==> src/rtl/twos_to_signmag_serial.sv <==
// Bit-serial two's-complement to sign-magnitude converter.
// An 8-bit operand is accepted in IDLE, converted LSB-first over 8 SHIFT
// cycles, and the result is held in DONE until out_ready handshakes it.
// For a negative operand the magnitude is formed by the copy-until-first-one,
// then-invert rule, so no adder is needed.
// Build option: define SIGNMAG_SAT_EN to saturate the -128 magnitude to 7'h7F
// instead of wrapping it to 7'h00.
module twos_to_signmag_serial (
  input  logic       clk,
  input  logic       rst_n,
  input  logic       in_valid,
  output logic       in_ready,
  input  logic [7:0] in_data,
  output logic       out_valid,
  input  logic       out_ready,
  output logic       out_sign,
  output logic [6:0] out_mag,
  output logic       out_ovf,
  output logic       busy
);

  typedef enum logic [1:0] {StIdle, StShift, StDone} state_e;

  state_e      state_q;
  logic [7:0]  shift_q;
  logic [7:0]  result_q;
  logic [2:0]  cnt_q;
  logic        sign_q;
  logic        seen_one_q;
  logic        min_q;       // operand was 8'h80

  logic        cur_bit;
  logic        out_bit;
  logic [7:0]  result_next;
  logic [6:0]  final_mag;

  // Form the current serial result bit and the magnitude as of the last shift.
  always_comb begin
    cur_bit     = shift_q[0];
    out_bit     = (sign_q && seen_one_q) ? ~cur_bit : cur_bit;
    // Result fills from the MSB end so that after 8 shifts bit 0 is the first bit.
    result_next = {out_bit, result_q[7:1]};
`ifdef SIGNMAG_SAT_EN
    final_mag   = min_q ? 7'h7F : result_next[6:0];
`else
    final_mag   = result_next[6:0];
`endif
  end

  // Control FSM with datapath and registered result fields.
  always_ff @(posedge clk or negedge rst_n) begin
    if (!rst_n) begin
      state_q    <= StIdle;
      shift_q    <= 8'h00;
      result_q   <= 8'h00;
      cnt_q      <= 3'd0;
      sign_q     <= 1'b0;
      seen_one_q <= 1'b0;
      min_q      <= 1'b0;
      out_sign   <= 1'b0;
      out_mag    <= 7'h00;
      out_ovf    <= 1'b0;
    end else begin
      unique case (state_q)
        StIdle: begin
          if (in_valid) begin
            shift_q    <= in_data;
            sign_q     <= in_data[7];
            min_q      <= (in_data == 8'h80);
            cnt_q      <= 3'd0;
            seen_one_q <= 1'b0;
            result_q   <= 8'h00;
            state_q    <= StShift;
          end
        end
        StShift: begin
          shift_q    <= {1'b0, shift_q[7:1]};
          result_q   <= result_next;
          seen_one_q <= seen_one_q | cur_bit;
          cnt_q      <= cnt_q + 3'd1;
          if (cnt_q == 3'd7) begin
            out_sign <= sign_q;
            out_mag  <= final_mag;
            out_ovf  <= min_q;
            state_q  <= StDone;
          end
        end
        StDone: begin
          if (out_ready) begin
            out_ovf <= 1'b0;
            state_q <= StIdle;
          end
        end
        default: state_q <= StIdle;
      endcase
    end
  end

  // Handshake and status flags decoded straight from the state register.
  always_comb begin
    in_ready  = (state_q == StIdle);
    busy      = (state_q != StIdle);
    out_valid = (state_q == StDone);
  end

endmodule
==> config.mk <==
export PLATFORM = sky130hd
export DESIGN_NAME = twos_to_signmag_serial
export DESIGN_NICKNAME = d
export VERILOG_FILES = /design/src/rtl/twos_to_signmag_serial.sv
export SDC_FILE = /design/constraint.sdc
export NUM_CORES = 1
export LEC_CHECK = 0
export BUFFER_PORTS_ARGS = -buffer_cell sky130_fd_sc_hd__buf_4
export CAP_MARGIN = 15
export CORE_MARGIN = 3
export CORE_UTILIZATION = 54
export CTS_CLUSTER_DIAMETER = 120
export DETAILED_ROUTE_END_ITERATION = 10
export PLACE_DENSITY_LB_ADDON = 0.25
export SYNTH_ARGS = -nofsm -noshare
export SYNTH_HDL_FRONTEND = slang
export SYNTH_SLANG_ARGS = --single-unit
==> constraint.sdc <==
create_clock -name clk -period 1.98 [get_ports clk]
set_input_delay 0.297 -clock clk [delete_from_list [all_inputs] [get_ports clk]]
set_output_delay 0.297 -clock clk [all_outputs]
set_load 0.02 [all_outputs]
==> results.txt <==
----------------------------------------------------
[Routing]
  Vias after detailed routing ... 925
  Overall routed net length ... 2.45 mm
  Initial drt markers ... 10
  Avg Vias per Cell ... 5.47
  Remaining DRCs ... 0
  DR WL/cell ... 14.5 um
  Remaining antenna violation count after routing ... 0
  First-pass iteration count of the detailed router ... 4

[Cells and area]
  Ratio of cells with drive above 1 in the final layout ... 0.319
  Growth of design area from synthesis to finish ... 17.3%
  Ant diodes ... 0
  Area of the multi-input gates ... 556 um^2
  Nets@finish ... 158
  Register Area ... 801 um^2
  Layout filler cell count ... 179

[Timing]
  Count of pins over their slew limit ... 0
  Layout Skew ... 0.00746 ns
  Achievable clock frequency ... 581 MHz
  Post-route setup slack ... 0.258 ns
  Headroom to the max-slew limit ... 0.737
  Smallest hold slack ... 0.241 ns
  Final worst-path cycle share ... 0.870
  Final min period ... 1.72 ns
  Final Hold Vio Count ... 0
  Slew @ Worst Pin ... 0.394 ns
  Sum of negative setup slack ... 0 ns
  RSZ-0062 raised after global routing ... false
  Number of setup violations in the final report ... 0

[Run]
  Max-cap viol count ... 0

[Worst setup path]
  Critical path's largest stage delay ... 0.41 ns
  Crit-path slowest cell ... sky130_fd_sc_hd__dfrtp_1
  Dominant cell type by count on the critical path ... sky130_fd_sc_hd__inv_1
  Endpoint class of the critical path ... output pin
  Category of the worst setup path launch point ... flop
  Max Fanout on Critical Path ... 6
  Critical path start-end classification ... reg -> out
  Arrival time worst endpoint ... 1.42 ns
  Required time of the worst setup path ... 1.68 ns
  Worst-path cell chain ... inv_1, ha_1, inv_1, buf_4

[Yosys]
  Post-synth top cells ... sky130_fd_sc_hd__dfrtp_1 (32), sky130_fd_sc_hd__nand2_1 (12), sky130_fd_sc_hd__mux2_2 (11)
  Cell types with the largest area share after synthesis ... sky130_fd_sc_hd__dfrtp_1 (57%), sky130_fd_sc_hd__mux2_2 (8.8%), sky130_fd_sc_hd__a22o_1 (5.6%), sky130_fd_sc_hd__mux2i_1 (5.0%), sky130_fd_sc_hd__ha_1 (4.4%)
  Number of distinct library cells after synthesis ... 26
  Seq/Total Area, Yosys ... 0.569
  Post-synthesis cell area ... 1410 um^2
  Most instantiated library cell after synthesis ... sky130_fd_sc_hd__dfrtp_1
  Async set-reset flop share out of synthesis ... 1.00
  EDFF count, synth ... 0
  Gate Count Post-Synth ... 112
  Proportion of netlist area held by the largest area contributor ... 0.569
  Synth Warn # ... 0
  Syn nets ... 129
  Main synth FF type ... sky130_fd_sc_hd__dfrtp_1
  Avg Cell Area, Syn ... 12.6 um^2
  Library cell with the largest summed area after synthesis ... sky130_fd_sc_hd__dfrtp_1
  Seq cells post-synth ... 32

[Min path]
  Worst hold path class ... in -> reg

[Run status]
  Result of the run ... complete, no violations

[Clock tree]
  Clock Pin Slew Worst Setup and Hold Paths ... 0.09 ns
  Skew-Pair Late Insertion Delay ... 0.32 ns
  Gates resized, CTS repair ... 0
  Clock sink count ... 32
  Buffer type at the clock tree root ... sky130_fd_sc_hd__clkbuf_4
  Number of H-tree levels ... 2
  Number of clock buffers inserted by TritonCTS ... 5
  Deepest clock path buffer count ... 2
  CTS tree ... done

[Placed design]
  Placement-stage worst setup slack ... 0.409 ns
  Detailed placement HPWL ... 1.77 mm
  Buffers on Ports ... 23
  Gpl congestion ... 0.767

[Floorplanning]
  Core box area ... 2340 um^2
  Standard-cell rows ... 17
  Total Die Area ... 3250 um^2
  # IOs ... 24
  Chip Height ... 57.0 um
  Horiz. Die Dim ... 57.0 um
  Starting Density ... 0.601

[Power]
  Worst-case vdd ir drop ... 899 uV
  Standby leakage power ... 0.841 nW
  Cell Pwr Density ... 1310 nW/um^2

[Global route]
  Overall Global Routing Usage ... 0.181
  First-pass GRT wire length ... 4.54 mm
  Maximum number of pins on one net before global-route repair ... 33
  Number of global-route vias before repair ... 995
  GR Overflow Total ... 0
  Initial antenna violation count ... 0

----------------------------------------------------
-- metal layers --
layer | part of all wire | track usage | vias up
li1 | - | - | 456
met4 | 0.0069 | 0.0629 | 0
met1 | 0.45 | 0.234 | 441
met5 | 0 | 0 | -
met3 | 0.058 | 0.0792 | 4
met2 | 0.48 | 0.272 | 24
-- cells in the final DEF (no fill, tap or decap), types with 2 or more instances in the layout --
cell type | synthesis | routed
sky130_fd_sc_hd__dfrtp_1 | 32 | 32
sky130_fd_sc_hd__nand2_1 | 12 | 12
sky130_fd_sc_hd__a21oi_1 | 3 | 3
sky130_fd_sc_hd__a22o_1 | 9 | 9
sky130_fd_sc_hd__o21ai_0 | 8 | 8
sky130_fd_sc_hd__inv_1 | 4 | 4
sky130_fd_sc_hd__clkbuf_4 | 0 | 5
sky130_fd_sc_hd__buf_4 | 1 | 25
sky130_fd_sc_hd__mux2i_1 | 7 | 7
sky130_fd_sc_hd__a31oi_1 | 2 | 2
sky130_fd_sc_hd__nand3_1 | 2 | 2
sky130_fd_sc_hd__nand2b_1 | 2 | 2
sky130_fd_sc_hd__mux2_2 | 11 | 11
sky130_fd_sc_hd__ha_1 | 5 | 5
-- worst paths after layout --
| kind | start | end | slack, ns | cells after the start |
|---|---|---|---|---|
| max | state_q[0] | busy | 0.26 | 4 |
| min | in_data[2] | min_q | 0.24 | 4 |
| max reg2reg | state_q[0] | shift_q[2] | 0.39 | 5 |
| min reg2reg | min_q | min_q | 0.48 | 2 |
| max in group asynchronous | rst_n | shift_q[3] | 1.25 | 2 |
| min in group asynchronous | rst_n | state_q[1] | 0.43 | 2 |
-- critical path, delay by kind of cell, from the launching register on --
family / cells / cell delay (ns)
buf+inv: 3 / 0.38
flops: 1 / 0.41
fa+ha+maj: 1 / 0.31
-- sequential cells by signal, summed over array words and instances, names as in the netlist --
name,count
cnt_q,3
min_q,1
out_mag,7
out_ovf,1
out_sign,1
result_q,7
seen_one_q,1
shift_q,8
sign_q,1
state_q,2
-- power by group --
part / switching [W] / leakage [nW] / internal [W] / total [W]
Clock: 0.000201 / 0.0281 / 0.000131 / 0.000332
Sequential: 0.000126 / 0.426 / 0.000841 / 0.000968
Combinational: 0.000467 / 0.387 / 0.000392 / 0.000859
Total: 0.000794 / 0.841 / 0.00136 / 0.00216
-- layout make-up --
type,instances,share of cell area
clock buffers,6,0.0250
repair buffers,26,0.120
flip-flops and latches,32,0.485
clock inverters,1,0.00303
well taps,28,0.0212
inverters,4,0.00910
multi-input cells,72,0.337
-- stage by stage --
step,total power (W),cell area [um^2],utilization,instances
3_5_place_dp,0.00184,1590,0.681,161
4_1_cts,0.00218,1650,0.705,169
5_1_grt,0.00234,1650,0.705,169
6_report,0.00216,1650,0.705,169
3_3_place_gp,0.00180,1590,0.681,161
2_1_floorplan,0.00163,1410,-,112
-- cells by family (layout without fill, tap and decap cells) --
| kind of cell | count (synthesis) | after routing | synth area share |
|---|---|---|---|
| DFF | 32 | 32 | 0.569 |
| xor gates and xnor gates | 1 | 1 | 0.00623 |
| adders and majority gates | 5 | 5 | 0.0445 |
| and+or+nand+nor | 23 | 23 | 0.0827 |
| buffers and inverters | 8 | 37 | 0.0356 |
| muxes | 19 | 19 | 0.148 |
| AOI/OAI and AO/OA | 24 | 24 | 0.114 |
-- repair_timing --
item | in CTS | in global routing
hold buffers | 1 | 0
setup buffers | 0 | 0
endpoints found under the hold margin | 32 | 0
(Power assumes the default switching activity.)
